### config.mk
export PLATFORM = sky130hd
export DESIGN_NAME = uart_fifo_ext_flat
export DESIGN_NICKNAME = d
export VERILOG_FILES = /design/src/rtl/uart_fifo_ext_if.sv /design/src/rtl/uart_fifo_ext.sv /design/src/flat_wrapper.sv
export SDC_FILE = /design/constraint.sdc
export NUM_CORES = 1
export LEC_CHECK = 0
export CORE_ASPECT_RATIO = 0.7
export CORE_MARGIN = 3
export CORE_UTILIZATION = 30
export DETAILED_ROUTE_END_ITERATION = 6
export HOLD_SLACK_MARGIN = 0.03
export PLACE_DENSITY_LB_ADDON = 0.25
export SETUP_SLACK_MARGIN = 0.2
export SLEW_MARGIN = 20
export SYNTH_ARGS = -nofsm -noshare
export SYNTH_HDL_FRONTEND = slang
export SYNTH_SLANG_ARGS = --single-unit
### constraint.sdc
create_clock -name clk -period 4.16 [get_ports clk]
set_clock_uncertainty 0.15 [all_clocks]
set_input_delay 0.416 -clock clk [delete_from_list [all_inputs] [get_ports clk]]
set_output_delay 0.416 -clock clk [all_outputs]
set_load 0.02 [all_outputs]
### src/rtl/uart_fifo_ext_if.sv
// Bundle of request, data and status signals between the UART shift logic /
// register interface (master) and the UART data FIFO (slave).
interface uart_fifo_ext_if #(
    parameter int unsigned DATA_WIDTH = 8,
    parameter int unsigned DEPTH      = 16,
    parameter int unsigned TO_WIDTH   = 16
);
    localparam int unsigned ADDR_WIDTH = $clog2(DEPTH);

    logic                  wr;
    logic [DATA_WIDTH-1:0] wr_data;
    logic                  wr_err;
    logic                  rd;
    logic [DATA_WIDTH-1:0] rd_data;
    logic                  rd_err;
    logic                  flush;
    logic                  err_clr;
    logic [ADDR_WIDTH:0]   trig_level;
    logic [TO_WIDTH-1:0]   to_limit;
    logic [ADDR_WIDTH:0]   count;
    logic                  full;
    logic                  empty;
    logic                  thr_trig;
    logic                  overflow;
    logic                  underflow;
    logic                  err_in_fifo;
    logic                  timeout;

    modport master (
        output wr, wr_data, wr_err, rd, flush, err_clr, trig_level, to_limit,
        input  rd_data, rd_err, count, full, empty, thr_trig,
               overflow, underflow, err_in_fifo, timeout
    );

    modport slave (
        input  wr, wr_data, wr_err, rd, flush, err_clr, trig_level, to_limit,
        output rd_data, rd_err, count, full, empty, thr_trig,
               overflow, underflow, err_in_fifo, timeout
    );
endinterface

### src/rtl/uart_fifo_ext.sv
// UART data FIFO: first-word-fall-through read, accept-both when full,
// synchronous flush, sticky overflow/underflow, per-entry error tag and a
// 16550-style character timeout counter.
module uart_fifo_ext #(
    parameter int unsigned DATA_WIDTH = 8,
    parameter int unsigned DEPTH      = 16,
    parameter int unsigned TO_WIDTH   = 16
) (
    input  logic            clk,
    input  logic            rst_n,
    uart_fifo_ext_if.slave  bus
);
    localparam int unsigned ADDR_WIDTH = $clog2(DEPTH);

    localparam logic [ADDR_WIDTH:0]   CNT_ZERO = {(ADDR_WIDTH+1){1'b0}};
    localparam logic [ADDR_WIDTH:0]   CNT_ONE  = {{ADDR_WIDTH{1'b0}}, 1'b1};
    localparam logic [ADDR_WIDTH:0]   CNT_FULL = (ADDR_WIDTH+1)'(DEPTH);
    localparam logic [ADDR_WIDTH-1:0] PTR_ZERO = {ADDR_WIDTH{1'b0}};
    localparam logic [ADDR_WIDTH-1:0] PTR_ONE  = {{(ADDR_WIDTH-1){1'b0}}, 1'b1};
    localparam logic [TO_WIDTH-1:0]   TO_ZERO  = {TO_WIDTH{1'b0}};
    localparam logic [TO_WIDTH-1:0]   TO_ONE   = {{(TO_WIDTH-1){1'b0}}, 1'b1};

    // Entry layout: {error tag, payload}. Contents are never reset.
    logic [DATA_WIDTH:0]   mem_q [DEPTH];

    logic [ADDR_WIDTH-1:0] wr_ptr_q, wr_ptr_d;
    logic [ADDR_WIDTH-1:0] rd_ptr_q, rd_ptr_d;
    logic [ADDR_WIDTH:0]   count_q, count_d;
    logic [ADDR_WIDTH:0]   err_cnt_q, err_cnt_d;
    logic [TO_WIDTH-1:0]   to_cnt_q, to_cnt_d;
    logic                  full_q, full_d;
    logic                  empty_q, empty_d;
    logic                  overflow_q, overflow_d;
    logic                  underflow_q, underflow_d;
    logic                  err_in_fifo_q, err_in_fifo_d;
    logic                  timeout_q, timeout_d;

    logic [DATA_WIDTH:0]   head_s;
    logic                  push_acc_s;
    logic                  pop_acc_s;
    logic                  push_err_s;
    logic                  pop_err_s;
    logic                  ovf_set_s;
    logic                  unf_set_s;

    // Request qualification: a full FIFO still accepts a push when the head is popped.
    always_comb begin
        head_s     = mem_q[rd_ptr_q];
        push_acc_s = bus.wr && (!full_q || bus.rd);
        pop_acc_s  = bus.rd && !empty_q;
        push_err_s = push_acc_s && bus.wr_err;
        pop_err_s  = pop_acc_s && head_s[DATA_WIDTH];
        ovf_set_s  = !bus.flush && bus.wr && full_q && !bus.rd;
        unf_set_s  = !bus.flush && bus.rd && empty_q;
    end

    // Next-state computation; flush overrides any push/pop in the same cycle.
    always_comb begin
        wr_ptr_d  = wr_ptr_q;
        rd_ptr_d  = rd_ptr_q;
        count_d   = count_q;
        err_cnt_d = err_cnt_q;
        to_cnt_d  = to_cnt_q;
        timeout_d = timeout_q;
        if (bus.flush) begin
            wr_ptr_d  = PTR_ZERO;
            rd_ptr_d  = PTR_ZERO;
            count_d   = CNT_ZERO;
            err_cnt_d = CNT_ZERO;
            to_cnt_d  = TO_ZERO;
            timeout_d = 1'b0;
        end else begin
            if (push_acc_s) begin
                wr_ptr_d = wr_ptr_q + PTR_ONE;
            end else begin
                wr_ptr_d = wr_ptr_q;
            end
            if (pop_acc_s) begin
                rd_ptr_d = rd_ptr_q + PTR_ONE;
            end else begin
                rd_ptr_d = rd_ptr_q;
            end
            case ({push_acc_s, pop_acc_s})
                2'b10:   count_d = count_q + CNT_ONE;
                2'b01:   count_d = count_q - CNT_ONE;
                default: count_d = count_q;
            endcase
            case ({push_err_s, pop_err_s})
                2'b10:   err_cnt_d = err_cnt_q + CNT_ONE;
                2'b01:   err_cnt_d = err_cnt_q - CNT_ONE;
                default: err_cnt_d = err_cnt_q;
            endcase
            // Any traffic or an empty FIFO restarts the idle timer.
            if (push_acc_s || pop_acc_s || (count_q == CNT_ZERO)) begin
                to_cnt_d  = TO_ZERO;
                timeout_d = 1'b0;
            end else begin
                // Saturate at the live limit so lowering it fires on the next edge.
                if (to_cnt_q < bus.to_limit) begin
                    to_cnt_d = to_cnt_q + TO_ONE;
                end else begin
                    to_cnt_d = bus.to_limit;
                end
                if ((bus.to_limit != TO_ZERO) && (to_cnt_d == bus.to_limit)) begin
                    timeout_d = 1'b1;
                end else begin
                    timeout_d = timeout_q;
                end
            end
        end
        full_d        = (count_d == CNT_FULL);
        empty_d       = (count_d == CNT_ZERO);
        err_in_fifo_d = (err_cnt_d != CNT_ZERO);
        // A set event wins over a clear in the same cycle.
        if (ovf_set_s) begin
            overflow_d = 1'b1;
        end else if (bus.err_clr) begin
            overflow_d = 1'b0;
        end else begin
            overflow_d = overflow_q;
        end
        if (unf_set_s) begin
            underflow_d = 1'b1;
        end else if (bus.err_clr) begin
            underflow_d = 1'b0;
        end else begin
            underflow_d = underflow_q;
        end
    end

    // State registers with synchronous active-low reset.
    always_ff @(posedge clk) begin
        if (!rst_n) begin
            wr_ptr_q      <= PTR_ZERO;
            rd_ptr_q      <= PTR_ZERO;
            count_q       <= CNT_ZERO;
            err_cnt_q     <= CNT_ZERO;
            to_cnt_q      <= TO_ZERO;
            full_q        <= 1'b0;
            empty_q       <= 1'b1;
            overflow_q    <= 1'b0;
            underflow_q   <= 1'b0;
            err_in_fifo_q <= 1'b0;
            timeout_q     <= 1'b0;
        end else begin
            wr_ptr_q      <= wr_ptr_d;
            rd_ptr_q      <= rd_ptr_d;
            count_q       <= count_d;
            err_cnt_q     <= err_cnt_d;
            to_cnt_q      <= to_cnt_d;
            full_q        <= full_d;
            empty_q       <= empty_d;
            overflow_q    <= overflow_d;
            underflow_q   <= underflow_d;
            err_in_fifo_q <= err_in_fifo_d;
            timeout_q     <= timeout_d;
        end
    end

    // Storage write port; requests during reset or flush are dropped.
    always_ff @(posedge clk) begin
        if (rst_n && !bus.flush && push_acc_s) begin
            mem_q[wr_ptr_q] <= {bus.wr_err, bus.wr_data};
        end
    end

    assign bus.rd_data     = empty_q ? {DATA_WIDTH{1'b0}} : head_s[DATA_WIDTH-1:0];
    assign bus.rd_err      = empty_q ? 1'b0 : head_s[DATA_WIDTH];
    assign bus.thr_trig    = (count_q >= bus.trig_level);
    assign bus.count       = count_q;
    assign bus.full        = full_q;
    assign bus.empty       = empty_q;
    assign bus.overflow    = overflow_q;
    assign bus.underflow   = underflow_q;
    assign bus.err_in_fifo = err_in_fifo_q;
    assign bus.timeout     = timeout_q;
endmodule

### src/flat_wrapper.sv
// flat-port wrapper written by rule: the top's interface ports become plain ports
module uart_fifo_ext_flat 
#(
    parameter int unsigned DATA_WIDTH = 8,
    parameter int unsigned DEPTH      = 16,
    parameter int unsigned TO_WIDTH   = 16
)
  (clk, rst_n, bus_wr, bus_wr_data, bus_wr_err, bus_rd, bus_flush, bus_err_clr, bus_trig_level, bus_to_limit, bus_rd_data, bus_rd_err, bus_count, bus_full, bus_empty, bus_thr_trig, bus_overflow, bus_underflow, bus_err_in_fifo, bus_timeout);
  uart_fifo_ext_if #(.DATA_WIDTH(DATA_WIDTH), .DEPTH(DEPTH), .TO_WIDTH(TO_WIDTH)) bus_i ();
  input  logic clk;
  input  logic rst_n;
  input wire logic [$bits(bus_i.wr)-1:0] bus_wr;
  input wire logic [$bits(bus_i.wr_data)-1:0] bus_wr_data;
  input wire logic [$bits(bus_i.wr_err)-1:0] bus_wr_err;
  input wire logic [$bits(bus_i.rd)-1:0] bus_rd;
  input wire logic [$bits(bus_i.flush)-1:0] bus_flush;
  input wire logic [$bits(bus_i.err_clr)-1:0] bus_err_clr;
  input wire logic [$bits(bus_i.trig_level)-1:0] bus_trig_level;
  input wire logic [$bits(bus_i.to_limit)-1:0] bus_to_limit;
  output wire logic [$bits(bus_i.rd_data)-1:0] bus_rd_data;
  output wire logic [$bits(bus_i.rd_err)-1:0] bus_rd_err;
  output wire logic [$bits(bus_i.count)-1:0] bus_count;
  output wire logic [$bits(bus_i.full)-1:0] bus_full;
  output wire logic [$bits(bus_i.empty)-1:0] bus_empty;
  output wire logic [$bits(bus_i.thr_trig)-1:0] bus_thr_trig;
  output wire logic [$bits(bus_i.overflow)-1:0] bus_overflow;
  output wire logic [$bits(bus_i.underflow)-1:0] bus_underflow;
  output wire logic [$bits(bus_i.err_in_fifo)-1:0] bus_err_in_fifo;
  output wire logic [$bits(bus_i.timeout)-1:0] bus_timeout;
  assign bus_i.wr = bus_wr;
  assign bus_i.wr_data = bus_wr_data;
  assign bus_i.wr_err = bus_wr_err;
  assign bus_i.rd = bus_rd;
  assign bus_i.flush = bus_flush;
  assign bus_i.err_clr = bus_err_clr;
  assign bus_i.trig_level = bus_trig_level;
  assign bus_i.to_limit = bus_to_limit;
  assign bus_rd_data = bus_i.rd_data;
  assign bus_rd_err = bus_i.rd_err;
  assign bus_count = bus_i.count;
  assign bus_full = bus_i.full;
  assign bus_empty = bus_i.empty;
  assign bus_thr_trig = bus_i.thr_trig;
  assign bus_overflow = bus_i.overflow;
  assign bus_underflow = bus_i.underflow;
  assign bus_err_in_fifo = bus_i.err_in_fifo;
  assign bus_timeout = bus_i.timeout;
  uart_fifo_ext #(.DATA_WIDTH(DATA_WIDTH), .DEPTH(DEPTH), .TO_WIDTH(TO_WIDTH)) u_core (.clk(clk), .rst_n(rst_n), .bus(bus_i));
endmodule
==> results of run 1 <==
-- worst register-to-register path, cell delays in order, from the launching register on --
cell and delay, ns:
dfxtp_4 0.40, mux4_2 0.51, mux4_2 0.47, nor2b_1 0.16
and2_1 0.19, ha_1 0.31, xor2_1 0.20, ha_1 0.20
a21oi_2 0.17, a22o_1 0.16, a2bb2oi_1 0.06, a21oi_1 0.20
mux2i_1 0.28, o211ai_1 0.12
-- power by group through the flow --
stage / Clock, mW / Sequential, mW / Combinational (mW)
3_5_place_dp: 0 / 2.07 / 0.204
5_1_grt: 1.78 / 2.03 / 0.225
2_1_floorplan: 0 / 2.08 / 0.0961
4_1_cts: 1.71 / 2.03 / 0.205
6_report: 1.67 / 2.03 / 0.205
3_3_place_gp: 0 / 2.07 / 0.198
-- cell families after synthesis --
group                    Yosys count
buffers and inverters             65
XOR/XNOR                          37
AND/OR/NAND/NOR                  155
AO/OA/AOI/OAI                     96
flip-flops                       188
multiplexers                      53
adder cells (fa/ha/maj)           35
-- area by class of cell --
class	count	area (um^2)	area share, %
multi-input cells	376	3350	32.1
well taps	371	464	4.45
inverters	36	135	1.30
repair buffers	69	662	6.35
flip-flops and latches	188	5210	49.9
clock inverters	14	179	1.72
clock buffers	18	429	4.12
-- placed cells by master (no fill, tap or decap), types with 3 or more instances in the layout --
| cell type | instances |
|---|---|
| edfxtp_1 | 144 |
| clkdlybuf4s50_1 | 56 |
| mux4_2 | 45 |
| dfxtp_1 | 43 |
| a21oi_1 | 39 |
| inv_1 | 36 |
| ha_1 | 34 |
| nor2_1 | 27 |
| xnor2_1 | 24 |
| nor2b_1 | 20 |
| nor3_1 | 17 |
| clkbuf_16 | 17 |
| and2_1 | 15 |
| nand2_1 | 15 |
| nand3_1 | 14 |
| xor2_1 | 13 |
| buf_4 | 12 |
| o21ai_0 | 11 |
| a211oi_1 | 11 |
| nand4_1 | 9 |
| nand2b_1 | 8 |
| a21o_1 | 8 |
| and3_1 | 7 |
| nor4_1 | 7 |
| mux2i_1 | 7 |
| or3_1 | 4 |
| o22ai_1 | 4 |
| o31ai_1 | 3 |
| inv_6 | 3 |
| clkinv_4 | 3 |
-- path summary, 6_finish.rpt --
| check | to | cells past startpoint |
|---|---|---|
| hold / removal | u_core.wr_ptr_q[1]$_SDFFE_PP0P_ | 2 |
| setup / recovery | u_core.bus.err_in_fifo$_SDFF_PN0_ | 13 |
| hold reg to reg | u_core.wr_ptr_q[1]$_SDFFE_PP0P_ | 2 |
| setup reg to reg | u_core.bus.err_in_fifo$_SDFF_PN0_ | 13 |
-- registers in the layout, indices dropped and copies added (netlist names), named ones only --
| signal | count |
|---|---|
| u_core.bus.count | 5 |
| u_core.bus.full | 1 |
| u_core.bus.timeout | 1 |
| u_core.bus.err_in_fifo | 1 |
| u_core.mem_q | 144 |
| u_core.err_cnt_q | 5 |
| u_core.bus.overflow | 1 |
| u_core.to_cnt_q | 16 |
| u_core.bus.underflow | 1 |
| u_core.rd_ptr_q | 4 |
| u_core.wr_ptr_q | 4 |
| u_core.bus.empty | 1 |
-- cells in the mapped netlist, types with 3 or more instances --
master	instances	area share, %
xor2_1	13	1.3
a21o_1	8	0.68
inv_1	36	1.5
o31ai_1	3	0.25
nor2_1	27	1.1
mux2i_1	7	0.79
or3_1	4	0.28
nand2_1	15	0.64
nor4_1	7	0.50
nand2b_1	8	0.57
o22ai_1	4	0.28
dfxtp_1	44	10
mux4_2	45	11
and2_1	15	1.1
nor2b_1	20	1.4
nand4_1	9	0.64
a211oi_1	11	0.93
clkbuf_8	4	0.62
ha_1	34	4.8
a21oi_1	40	2.3
edfxtp_1	144	49
and3_1	7	0.50
nand3_1	14	0.79
xnor2_1	24	2.4
o21ai_0	11	0.62
clkbuf_1	20	0.85
nor3_1	17	0.96
buf_2	3	0.17
-- stage by stage --
step	setup slack (ns)	std cells	instance area, um^2	power, mW	util, %
2_1_floorplan	0.211	629	8830	2.17	-
3_3_place_gp	0.389	1038	9800	2.27	34.5
3_5_place_dp	0.191	1038	9800	2.28	34.5
4_1_cts	0.288	1070	10400	3.94	36.7
5_1_grt	0.260	1072	10400	4.03	36.7
6_report	0.471	1072	10400	3.91	36.7
-- layer usage --
layer	part of all wire [%]	vias up	GRT usage, %	routed length [um]
met5	0.062	-	0	13
met4	1.1	2	3.41	232
met3	5.8	24	3.27	1220
met2	47	153	22.0	9880
met1	46	2727	18.7	9560
li1	-	2533	-	-
-- what timing repair did --
action | CTS | global route
buffers inserted | 0 | 2
hold buffers | 0 | 0
setup endpoints to repair | 8 | 2
resized for setup | 2 | 1
==> impl_metrics.py, run 1 <==
metrics = {
    "grt": {
        "grt_usage_pct": 13.6,
        "grt_pass1_wl_mm": 32.4,
        "antenna_found_initial": 1,
        "first_global_vias": 5482,
        "grt_overflow": 0,
        "grt_max_degree": 33,
    },
    "synthesis": {
        "synth_ff_type": "edfxtp_1",
        "synth-seq-cells": 188,
        "synth-adder-area-share_pct": 5.04,
        "synthXorXnorAreaFrac_pct": 3.67,
        "syn_area_mm2": 0.00883,
        "ys_async_sr_fraction_pct": 0,
        "synth-edff-count": 144,
        "muxShareOfSynthArea_pct": 12.4,
        "synth_compound_area_share_pct": 6.93,
        "avgSynthCellArea_um2": 14.0,
        "synth-simple-area-share_pct": 9.77,
        "yosysUniqueCellTypes": 57,
        "synth_fp_nets": 700,
        "ys_seq_area_share_pct": 58.9,
        "netlist_instances": 629,
        "yosysWarnings": 0,
        "synth_top_family_by_area": "multiplexers",
    },
    "worst_setup_path": {
        "cp_num_buf_inv": 0,
        "crit_slowest_cell": "mux4_2",
        "critPathMaxFanout": 7,
        "crit_family": "multiplexers",
        "cp-end-kind": "flop",
        "cpPeakStageDelay_ns": 0.51,
        "r2r_setup_slack_ns": 0.47,
        "crit_type": "flop to flop",
        "arrival_ns": 3.84,
        "crit_path_start_kind": "flop",
        "crit_required_ns": 4.31,
        "worstPathCellList": "mux4_2 > mux4_2 > nor2b_1 > and2_1 > ha_1 > xor2_1 > ha_1 > a21oi_2 > a22o_1 > a2bb2oi_1 > a21oi_1 > mux2i_1 > o211ai_1",
    },
    "placed_design": {
        "dp_hpwl_mm": 14.1,
        "port_buffers": 56,
        "gp_congestion": 0.897,
    },
    "timing": {
        "max_freq_ghz": 0.271,
        "setup_viol": 0,
        "period_share_pct": 88.7,
        "maxSlewViolCount": 0,
        "period_minus_slack_ns": 3.69,
        "tightest_slew_ns": 0.965,
        "hold_slack_ns": 0.371,
        "setup_tns_ns": 0,
        "hold_viol_final": 0,
        "rsz0062_at_grt": "no",
        "max-slew-margin-rel_pct": 35.2,
    },
    "clocking": {
        "h-tree-depth": 4,
        "clk_pin_slew_worst_paths_ns": 0.07,
        "cts.path.max_buffers": 2,
        "clockRootBuffer": "clkbuf_16",
        "clk_latency_ns": 0.43,
        "cts_tree": "yes",
        "cts_buffers": 17,
        "cts_sinks": 188,
    },
    "min_path": {
        "hp-start": "u_core.wr_ptr_q[1]$_SDFFE_PP0P_",
        "hold_class": "flop to flop",
    },
    "pwr": {
        "p_comb_share_pct": 5.3,
        "p_per_area_mw_per_mm2": 375,
        "p_leak_nw": 3.47,
        "internal_power_mw": 3.03,
        "power_switching_share_pct": 22.4,
        "ir_worst_vdd_v": 0.000297,
        "clkPwrFrac_pct": 42.7,
        "seqPwrFrac_pct": 52.0,
        "netSwitchingPower_uw": 876,
    },
    "die": {
        "row_count": 51,
        "start_util_pct": 31.1,
        "chipWidth_um": 211,
        "core_mm2": 0.0284,
        "die_y_um": 150,
        "dieArea_mm2": 0.0316,
        "ioPinCount": 57,
    },
    "detailed_routing": {
        "post-route-drc-count": 0,
        "ant_nets": 0,
        "post_drt_via_cell_ratio": 5.07,
        "initialDrtViolationCount": 419,
        "drt-total-wl_mm": 20.9,
        "via_count": 5439,
        "wl_per_cell_um": 19.5,
        "firstDrtPassIters": 5,
    },
    "finish": {
        "area_growth_pct": 18.1,
        "n_antenna_cell": 0,
        "drive_gt1_share_pct": 14.1,
        "fillers": 2621,
        "final_nets": 759,
    },
    "run_status": {
        "status": "finished clean",
    },
    "flow_run": {
        "maxCapViolations": 0,
    },
}
Note: power is estimated with default switching activity, not from simulation.
==> run 2: changes to the inputs <==
--- a/config.mk
+++ b/config.mk
@@ -11,8 +11,7 @@
 export DETAILED_ROUTE_END_ITERATION = 6
 export HOLD_SLACK_MARGIN = 0.03
 export PLACE_DENSITY_LB_ADDON = 0.25
-export SETUP_SLACK_MARGIN = 0.2
-export SLEW_MARGIN = 20
+export SETUP_SLACK_MARGIN = 0.3
 export SYNTH_ARGS = -nofsm -noshare
 export SYNTH_HDL_FRONTEND = slang
 export SYNTH_SLANG_ARGS = --single-unit
==> impl_metrics.py, run 2 (synthesis results as in run 1) <==
metrics = {
    "run_status": {
        "status": "finished clean",
    },
    "timing": {
        "fin_ws_ns": 0.495,
        "max_freq_ghz": 0.273,
        "period_minus_slack_ns": 3.67,
        "tightest_slew_ns": 0.713,
        "setup_viol": 0,
        "setup_tns_ns": 0,
        "max-slew-margin-rel_pct": 52.5,
        "rsz0062_at_grt": "no",
        "hold_viol_final": 0,
        "maxSlewViolCount": 0,
        "period_share_pct": 88.1,
    },
    "finish": {
        "final_nets": 758,
        "drive_gt1_share_pct": 14.3,
        "largest_register_ffs": 144,
        "stdcell_area_mm2": 0.0104,
        "final_common_cell": "edfxtp_1",
        "final_core_util_pct": 36.8,
        "multiInputGateArea_mm2": 0.00335,
        "mostFrequentLayoutCells": "edfxtp_1, clkdlybuf4s50_1, mux4_2",
        "final-seq-area_mm2": 0.00521,
        "n_antenna_cell": 0,
        "top_register": "u_core.mem_q",
        "fillers": 2641,
        "largestRegisters": "u_core.mem_q x144, u_core.to_cnt_q x16",
        "area_growth_pct": 18.2,
    },
    "clocking": {
        "cts_setup_buffers": 0,
        "cts.path.max_buffers": 2,
        "h-tree-depth": 4,
        "clk_latency_ns": 0.43,
        "cts_sinks": 188,
        "clockRootBuffer": "clkbuf_16",
        "cts_buffers": 17,
        "cts_tree": "yes",
        "clk_pin_slew_worst_paths_ns": 0.07,
    },
    "detailed_routing": {
        "wl_per_cell_um": 19.1,
        "ant_nets": 0,
        "post_drt_via_cell_ratio": 5.06,
        "drt-total-wl_mm": 20.5,
        "firstDrtPassIters": 5,
        "via_count": 5418,
        "initialDrtViolationCount": 445,
        "post-route-drc-count": 0,
    },
    "flow_run": {
        "maxCapViolations": 0,
    },
    "worst_setup_path": {
        "cpPeakStageDelay_ns": 0.59,
        "worstPathCellList": "buf_4 > mux4_2 > mux4_2 > nor2b_1 > clkdlybuf4s50_1",
        "crit_type": "flop to primary output",
        "crit_top_cell": "mux4_2",
        "crit_required_ns": 3.59,
        "arrival_ns": 3.10,
        "crit_slowest_cell": "mux4_2",
        "crit_path_start_kind": "flop",
        "cp-end-kind": "primary output",
        "critPathMaxFanout": 24,
    },
    "placed_design": {
        "post_dp_cell_area_mm2": 0.00980,
        "port_buffers": 56,
        "pre_cts_ws_ns": 0.342,
        "dp_hpwl_mm": 14.2,
        "gp_congestion": 0.893,
    },
    "die": {
        "row_count": 51,
        "dieArea_mm2": 0.0316,
        "chipWidth_um": 211,
        "die_y_um": 150,
        "ioPinCount": 57,
        "core_mm2": 0.0284,
        "start_util_pct": 31.1,
    },
    "pwr": {
        "p_leak_nw": 3.47,
        "ir_worst_vdd_v": 0.000283,
        "p_total_mw": 3.96,
        "p_per_area_mw_per_mm2": 379,
    },
    "grt": {
        "grt_usage_pct": 13.3,
        "grt_pass1_wl_mm": 31.8,
        "grt_overflow": 0,
        "first_global_vias": 5461,
        "grt_max_degree": 33,
        "antenna_found_initial": 0,
    },
    "min_path": {
        "hold_class": "flop to flop",
    },
}
run 2: worst max-delay path: cells and delay by family (launching register included):
family,cells,cell delay (ns)
mux,2,1.10
buf+inv,2,1.00
flops,1,0.40
simple gates,1,0.15
run 2: final timing paths:
check | from | end | slack, ns | cells past startpoint
hold / removal | u_core.rd_ptr_q[3]$_SDFFE_PP0N_ | u_core.rd_ptr_q[3]$_SDFFE_PP0N_ | 0.39 | 2
hold reg to reg | u_core.rd_ptr_q[3]$_SDFFE_PP0N_ | u_core.rd_ptr_q[3]$_SDFFE_PP0N_ | 0.39 | 2
setup / recovery | flop | bus_rd_data[1] | 0.49 | 5
setup reg to reg | flop | u_core.bus.err_in_fifo$_SDFF_PN0_ | 0.52 | 13
run 2: metrics by stage:
step,hold WS [ns],std cells
floorplan,0.332,629
global placement,0.359,1039
detailed placement,0.361,1039
CTS,0.387,1071
global route,0.439,1071
finish,0.390,1071
run 2: report_power, final:
| group | leakage (nW) | switching [mW] | internal [mW] |
|---|---|---|---|
| registers | 1.65 | 0.0105 | 2.02 |
| logic | 1.52 | 0.108 | 0.0925 |
| clock network | 0.298 | 0.749 | 0.973 |
run 2: metal layers:
layer	vias up	GRT usage, %	wire (um)
li1	2531	-	-
met1	2740	18.1	9530
met2	122	21.4	9720
met3	25	3.56	967
met4	0	3.41	288
met5	-	0	0
run 2: layout make-up:
type                       count  share of cell area (%)
sequential                   188                    49.9
clock inverter                14                    1.94
clock buffer                  18                    4.11
timing repair buffer          68                    6.23
tap                          371                    4.44
inverter                      36                    1.29
multi-input combinational    376                    32.1
run 2: what timing repair did:
item                       in CTS  in global routing
hold buffers                    0                  0
setup endpoints to repair       0                  6
gates resized for setup         0                  3
